==> config.mk <==
export PLATFORM = sky130hd
export DESIGN_NAME = mac_seq_ctrl
export DESIGN_NICKNAME = d
export VERILOG_FILES = /design/src/rtl/mac_seq_ctrl.sv
export SDC_FILE = /design/constraint.sdc
export NUM_CORES = 1
export LEC_CHECK = 0
export ABC_AREA = 1
export CORE_MARGIN = 1.5
export CORE_UTILIZATION = 51
export CTS_CLUSTER_DIAMETER = 150
export CTS_CLUSTER_SIZE = 8
export DETAILED_ROUTE_END_ITERATION = 16
export GPL_TIMING_DRIVEN = 0
export PLACE_DENSITY = 0.91
export SYNTH_ARGS = -nofsm -noshare
export SYNTH_HDL_FRONTEND = slang
export SYNTH_SLANG_ARGS = --single-unit
export TNS_END_PERCENT = 10
==> constraint.sdc <==
create_clock -name clk -period 3.01 [get_ports clk]
set_input_delay 0.301 -clock clk [delete_from_list [all_inputs] [get_ports clk]]
set_output_delay 0.301 -clock clk [all_outputs]
set_load 0.005 [all_outputs]
==> src/rtl/mac_seq_ctrl.sv <==
// Multi-pair load/multiply/store sequencer for the register-file / multiplier / RAM datapath.
// Optional READ_RAM sweep of the written region is compiled in when READBACK_EN is defined.
`timescale 1ns/1ps

module mac_seq_ctrl #(
    parameter int ADDR_W  = 3,
    parameter int RAM_AW  = 4,
    parameter int MUL_LAT = 1
) (
    input  logic              clk,
    input  logic              reset,
    input  logic              start_i,
    input  logic [ADDR_W-1:0] adr1_i,
    input  logic [ADDR_W-1:0] adr2_i,
    input  logic [RAM_AW-1:0] ram_base_i,
    input  logic [ADDR_W:0]   n_pairs_i,
    output logic              w_rf_o,
    output logic [ADDR_W-1:0] adr_o,
    output logic              da_o,
    output logic              sa_o,
    output logic              sb_o,
    output logic              w_ram_o,
    output logic [RAM_AW-1:0] ram_adr_o,
    output logic              rd_valid_o,
    output logic              busy_o,
    output logic              done_o,
    output logic [3:0]        st_out_o
);

    typedef enum logic [3:0] {
        IDLE      = 4'd0,
        LOAD_A    = 4'd1,
        LOAD_B    = 4'd2,
        MULTIPLY  = 4'd3,
        WRITE_RAM = 4'd4,
        READ_RAM  = 4'd5,
        DONE      = 4'd6
    } state_t;

    localparam int                WAIT_W    = (MUL_LAT > 1) ? $clog2(MUL_LAT) : 1;
    localparam logic [WAIT_W-1:0] WAIT_LAST = WAIT_W'(MUL_LAT - 1);
    localparam logic [WAIT_W-1:0] ONE_W     = 1;
    localparam logic [ADDR_W-1:0] ONE_I     = 1;
    localparam logic [ADDR_W:0]   ONE_N     = 1;
    localparam logic [ADDR_W:0]   N_MAX     = {1'b1, {ADDR_W{1'b0}}};

    state_t              state_q, state_d;
    logic [ADDR_W-1:0]   idx_q, idx_d;
    logic [WAIT_W-1:0]   wait_q, wait_d;
    logic [ADDR_W-1:0]   adr1_q, adr1_d;
    logic [ADDR_W-1:0]   adr2_q, adr2_d;
    logic [RAM_AW-1:0]   base_q, base_d;
    logic [ADDR_W:0]     n_q, n_d;
    logic                idxLast;
    logic [RAM_AW-1:0]   ramAdr;

    // idx never exceeds n-1, so the extended idx+1 matching n marks the final pair
    assign idxLast = (({1'b0, idx_q} + ONE_N) == n_q);
    assign ramAdr  = base_q + RAM_AW'(idx_q);

    always_ff @(posedge clk or posedge reset) begin
        if (reset) begin
            state_q <= IDLE;
            idx_q   <= '0;
            wait_q  <= '0;
            adr1_q  <= '0;
            adr2_q  <= '0;
            base_q  <= '0;
            n_q     <= '0;
        end else begin
            state_q <= state_d;
            idx_q   <= idx_d;
            wait_q  <= wait_d;
            adr1_q  <= adr1_d;
            adr2_q  <= adr2_d;
            base_q  <= base_d;
            n_q     <= n_d;
        end
    end

    always_comb begin
        state_d = state_q;
        idx_d   = idx_q;
        wait_d  = wait_q;
        adr1_d  = adr1_q;
        adr2_d  = adr2_q;
        base_d  = base_q;
        n_d     = n_q;
        case (state_q)
            IDLE: begin
                if (start_i) begin
                    adr1_d  = adr1_i;
                    adr2_d  = adr2_i;
                    base_d  = ram_base_i;
                    n_d     = (n_pairs_i > N_MAX) ? N_MAX : n_pairs_i;
                    idx_d   = '0;
                    wait_d  = '0;
                    state_d = (n_pairs_i == '0) ? DONE : LOAD_A;
                end
            end
            LOAD_A: state_d = LOAD_B;
            LOAD_B: begin
                wait_d  = '0;
                state_d = MULTIPLY;
            end
            MULTIPLY: begin
                if (wait_q == WAIT_LAST) begin
                    wait_d  = '0;
                    state_d = WRITE_RAM;
                end else begin
                    wait_d = wait_q + ONE_W;
                end
            end
            WRITE_RAM: begin
                if (idxLast) begin
                    idx_d   = '0;
`ifdef READBACK_EN
                    state_d = READ_RAM;
`else
                    state_d = DONE;
`endif
                end else begin
                    idx_d   = idx_q + ONE_I;
                    state_d = LOAD_A;
                end
            end
            READ_RAM: begin
                if (idxLast) begin
                    idx_d   = '0;
                    state_d = DONE;
                end else begin
                    idx_d = idx_q + ONE_I;
                end
            end
            DONE:    state_d = IDLE;
            default: state_d = IDLE;
        endcase
    end

    // Datapath controls are pure decodes of the registered state, so reset clears them at once
    always_comb begin
        w_rf_o     = 1'b0;
        adr_o      = '0;
        da_o       = 1'b0;
        sa_o       = 1'b0;
        sb_o       = 1'b0;
        w_ram_o    = 1'b0;
        ram_adr_o  = '0;
        rd_valid_o = 1'b0;
        done_o     = 1'b0;
        case (state_q)
            LOAD_A: begin
                w_rf_o = 1'b1;
                adr_o  = adr1_q + idx_q;
                sb_o   = 1'b1;
            end
            LOAD_B: begin
                w_rf_o = 1'b1;
                adr_o  = adr2_q + idx_q;
                da_o   = 1'b1;
                sb_o   = 1'b1;
            end
            WRITE_RAM: begin
                w_ram_o   = 1'b1;
                ram_adr_o = ramAdr;
            end
            READ_RAM: begin
`ifdef READBACK_EN
                rd_valid_o = 1'b1;
                ram_adr_o  = ramAdr;
`endif
            end
            DONE:    done_o = 1'b1;
            default: ;
        endcase
    end

    assign busy_o   = (state_q != IDLE);
    assign st_out_o = state_q;

endmodule

==> results.yml, run 1 <==
global_route:
  grt_usage_pct: 24.44
  grt.overflow.total: 0
  grt_antenna_before_repair: 0
  grt_pass1_wl_um: 5050
  grt_start_max_net_pins: 21
  grt_pass1_vias: 1259
die:
  fp-row-count: 18
  die_y_um: 53.61
  io_pins: 36
  start_util_pct: 53.21
  fp.dieW_um: 53.61
  die-area_um2: 2874
  core_um2: 2455
cells_and_area:
  n_fill_cell: 195
  final_nets: 246
  area_growth_syn_to_layout_pct: 34.58
  diodes: 0
  stdcell_area_um2: 1758
  drive_above_1_share_pct: 14.48
timing:
  rsz0062_at_grt: "no"
  fin_tns_setup_ps: 0
  finalCritPeriodShare_pct: 92.60
  min_period_ps: 2787
  slew_headroom_pct: 48.97
  hold_viol: 0
  worst_slack_ps: 222.8
  clock_skew_ps: 2.753
  max_freq_mhz: 358.8
  slew_violations: 0
  setup_viol: 0
  worstMarginPinSlew_ps: 764.5
synthesis:
  yosysWarnings: 0
  ys_async_sr_fraction_pct: 100.0
  synth-seq-cells: 20
  syn_inst: 178
  ys.flop_type: "dfrtp_1"
  netlist_area_um2: 1306
  synth_edf_count: 0
  synth_top_cell_area_share_pct: 38.31
  synth_area_leaders: "dfrtp_1, nand2_1, inv_1"
  yosysSeqAreaShare_pct: 38.31
  ys_top_cells_by_count: "nand2_1, inv_1, dfrtp_1"
  syn_avg_cell_area_um2: 7.339
  ys_types: 26
  synthMostInstantiatedCell: "nand2_1"
  yosys.area.top_type: "dfrtp_1"
placement:
  placed_area_um2: 1672
  pre_cts_ws_ps: 267.1
  place_congestion: 0.8581
  dp_hpwl_um: 2275
  portBuffers: 32
cts:
  cts_tree: "yes"
  clockBufferDepth: 2
  clock-root-buffer: "clkbuf_4"
  cts_sinks: 20
  htree_num_levels: 1
  clock_latency_ps: 310
  clkTransAtPathRegs_ps: 120
  cts_made_buffers: 3
critical_path:
  worstPathCellList: "inv_2 -> nand3_4 -> inv_1 -> nand2_1 -> nand2_1 -> ha_1 -> fa_1 -> inv_1 -> nor2_1 -> clkdlybuf4s50_1"
  worstSetupStartpointType: "register"
  crit_required_ps: 2710
  rrSetupSlack_ps: 1270
  crit_fanout: 7
  arrival_ps: 2490
  endpoint_kind: "primary output"
  max_stage_delay_ps: 520
  crit_type: "reg -> out"
  cpMaxStageDelayCell: "clkdlybuf4s50_1"
detailed_routing:
  ant_nets: 0
  drt_iter0_drc: 40
  drc: 0
  post_drt_wl_per_cell_um: 12.38
  via_count: 1290
  dr.pass1.iters: 4
  via_per_inst: 5.139
  drt_wl_total_um: 3107
status:
  status: "completed"
hold_path:
  hold_class: "in -> async"
run:
  max-cap-violations: 0
power_and_ir_drop:
  p_per_area_nw_per_um2: 944.0
  leakage_nw: 0.9414
  peakVddDrop_uv: 777.0
final cells by class:
| type | count | area [um^2] | area share [%] |
|---|---|---|---|
| buffer | 6 | 42.54 | 2.420 |
| clock buffer | 4 | 36.28 | 2.064 |
| inverter | 30 | 112.6 | 6.406 |
| multi-input combinational | 124 | 665.6 | 37.86 |
| sequential | 20 | 503.0 | 28.61 |
| tap | 30 | 37.54 | 2.135 |
| timing repair buffer | 37 | 360.3 | 20.50 |
flip-flops by register name (all words and copies together), names as in the netlist:
register  cells
base_q        4
idx_q         3
adr2_q        3
st_out_o      3
n_q           4
adr1_q        3
cell usage in the layout, fill, tap and decap left out, types with 3 or more instances in the layout:
cell type | Yosys | routed
o21ai_0 | 6 | 6
ha_1 | 5 | 5
conb_1 | 1 | 3
clkdlybuf4s50_1 | 0 | 31
o21ai_1 | 3 | 3
nor2_4 | 3 | 3
nand3_1 | 11 | 11
nand2_1 | 57 | 57
inv_1 | 28 | 26
inv_2 | 2 | 4
nor2_1 | 13 | 13
clkbuf_4 | 0 | 3
buf_4 | 5 | 10
a21oi_1 | 5 | 5
dfrtp_1 | 20 | 18
nand2_2 | 4 | 4
per-layer routing:
layer	up-vias	share of wire [%]	track usage, %
li1	623	-	-
met1	606	41	29.96
met2	53	51	43.00
met3	8	6.3	2.222
met4	0	2.1	11.97
met5	-	0	0
worst paths after layout:
check,from,end,cells after the start
worst max-delay path,st_out_o[2]$_DFFE_PP0P_,adr_o[1],10
worst min-delay path,reset,base_q[2]$_DFFE_PP0P_,2
worst max register to register,idx_q[0]$_DFFE_PP0P_,st_out_o[0]$_DFFE_PP0P_,11
worst min register to register,base_q[0]$_DFFE_PP0P_,base_q[0]$_DFFE_PP0P_,2
max in group asynchronous,reset,st_out_o[0]$_DFFE_PP0P_,2
min in group clk,base_q[0]$_DFFE_PP0P_,base_q[0]$_DFFE_PP0P_,2
logic make-up (layout without fill, tap and decap cells):
group	after synthesis	after routing	synth area share, %
AO/OA/AOI/OAI	18	18	8.142
XOR/XNOR	2	2	1.341
adder cells (fa/ha/maj)	7	7	7.855
buffers and inverters	36	77	11.88
flip-flops	20	20	38.31
other	1	3	0.2871
AND/OR/NAND/NOR	94	94	32.18
power by group:
group | total [mW] | internal (mW) | switching, mW
logic | 1.00 | 0.470 | 0.532
clock network | 0.161 | 0.0740 | 0.0874
registers | 0.496 | 0.388 | 0.108
total | 1.66 | 0.933 | 0.727
through the flow:
step	power (mW)	cells	utilization, %	hold slack (ps)
finish	1.659	251	71.61	411.4
global placement	1.379	242	68.09	461.9
CTS	1.624	248	70.59	436.0
detailed placement	1.425	242	68.09	475.4
global route	1.802	251	71.61	500.1
floorplan	1.080	180	-	264.8
what timing repair did:
action                                  in CTS  in global routing
hold buffers                                 0                  0
hold endpoints to repair                     0                  0
buffers inserted                             2                  3
resized for setup                            4                  2
endpoints found under the setup margin       1                  1
worst max-delay path, delay by kind of cell, from the launching register on:
kind	cells	cell delay, ps
adders and majority gates	2	680
buffers and inverters	4	720
DFF	1	420
and+or+nand+nor	4	350
Power figures use the tool's default switching activity.
==> inputs of run 2 (changes only) <==
Settings changed: ABC_CLOCK_PERIOD_IN_PS set to 3010, MAX_ROUTING_LAYER set to met4.
==> results.yml, run 2 (synthesized netlist as in run 1, its figures left out) <==
status:
  status: "completed"
global_route:
  grt_start_max_net_pins: 21
  grt_pass1_vias: 1259
  grt_antenna_before_repair: 0
  grt_usage_pct: 25.15
  grt_pass1_wl_um: 5043
  grt.overflow.total: 0
timing:
  worstMarginPinSlew_ps: 754.1
  hold_viol: 0
  setup_viol: 0
  fin_tns_setup_ps: 0
  slew_violations: 0
  slew_headroom_pct: 49.67
  finalCritPeriodShare_pct: 92.43
  max_freq_mhz: 359.4
  rsz0062_at_grt: "no"
  clock_skew_ps: 5.416
  min_period_ps: 2782
detailed_routing:
  ant_nets: 0
  drt_wl_total_um: 3116
  via_per_inst: 5.151
  via_count: 1293
  dr.pass1.iters: 7
  post_drt_wl_per_cell_um: 12.41
  drc: 0
  drt_iter0_drc: 37
critical_path:
  endpoint_kind: "primary output"
  worstSetupStartpointType: "register"
  crit_type: "reg -> out"
  crit_required_ps: 2710
  crit_fanout: 7
  arrival_ps: 2480
cells_and_area:
  area_growth_syn_to_layout_pct: 34.58
  seq_area_um2: 503.0
  final_nets: 246
  largestRegisters: "base_q x4, n_q x4"
  multi_input_area_um2: 665.6
  utilization_pct: 71.61
  most-common-layout-cells: "nand2_1, clkdlybuf4s50_1, inv_1"
  n_fill_cell: 195
  drive_above_1_share_pct: 14.48
  diodes: 0
  final_common_cell: "nand2_1"
cts:
  cts_made_buffers: 3
  ctsHoldBuffers: 0
  clkTransAtPathRegs_ps: 120
  cts_sinks: 20
  clock_latency_ps: 310
  clock-root-buffer: "clkbuf_4"
  htree_num_levels: 1
  clockBufferDepth: 2
  cts_tree: "yes"
run:
  max-cap-violations: 0
die:
  die-area_um2: 2874
  start_util_pct: 53.21
  io_pins: 36
  die_y_um: 53.61
  core_um2: 2455
  fp.dieW_um: 53.61
  fp-row-count: 18
power_and_ir_drop:
  total_power_mw: 1.659
  peakVddDrop_uv: 774.9
  leakage_nw: 0.9414
  p_per_area_nw_per_um2: 943.8
placement:
  dp_hpwl_um: 2275
  portBuffers: 32
  place_congestion: 0.8719
hold_path:
  hold_class: "in -> async"
## run 2: cell counts in the layout (fill, tap and decap cells not counted)
Identical to the previous run, type by type.
## run 2: critical path: stages, from the launching register on
cell	delay (ps)
dfrtp_2	460
nand3_4	140
inv_1	90
nand2_1	60
nand2_1	60
ha_1	200
fa_1	480
inv_1	40
nor2_1	130
clkdlybuf4s50_1	520
## run 2: worst paths after layout
path                       slack, ps  cells after the start                       to                    start
setup / recovery                 230                      9                 adr_o[1]  st_out_o[1]$_DFFE_PP0P_
hold / removal                   410                      2    base_q[2]$_DFFE_PP0P_                    reset
setup reg to reg                1270                     11  st_out_o[0]$_DFFE_PP0P_     idx_q[0]$_DFFE_PP0P_
hold reg to reg                  500                      2    adr1_q[2]$_DFFE_PP0P_    adr1_q[2]$_DFFE_PP0P_
max in group asynchronous       2080                      2  st_out_o[0]$_DFFE_PP0P_                    reset
min in group clk                 500                      2    adr1_q[2]$_DFFE_PP0P_    adr1_q[2]$_DFFE_PP0P_
## run 2: per-stage QoR
step / instance area (um^2) / std cells / setup WS (ps) / hold WS [ps]
floorplan: 1314 / 180 / 941.2 / 264.8
global placement: 1672 / 242 / 329.2 / 461.9
detailed placement: 1672 / 242 / 267.1 / 475.4
CTS: 1733 / 248 / 22.78 / 436.0
global route: 1758 / 251 / 170.1 / 500.1
finish: 1758 / 251 / 227.8 / 406.1
## run 2: layer usage
metal	vias to the layer above	global-route usage [%]	share of wire, %
met4	0	11.97	2.1
met5	-	-	0
met3	8	2.222	5.7
met2	55	43.00	51
li1	623	-	-
met1	607	29.96	41
## run 2: timing repair
item	4_1_cts	5_1_grt
buffers inserted	2	3
cloned	0	0
resized for setup	4	2
endpoints found under the setup margin	1	1
pin swaps	0	0
## run 2: area by class of cell
class                      instances  share of cell area [%]
tap                               30                   2.135
clock buffer                       4                   2.064
inverter                          30                   6.406
buffer                             6                   2.420
multi-input combinational        124                   37.86
sequential                        20                   28.61
timing repair buffer              37                   20.50
## run 2: power breakdown
group / switching (mW) / leakage [nW] / internal (mW)
sequential: 0.108 / 0.250 / 0.388
combinational: 0.531 / 0.670 / 0.470
clock: 0.0870 / 0.0210 / 0.0739
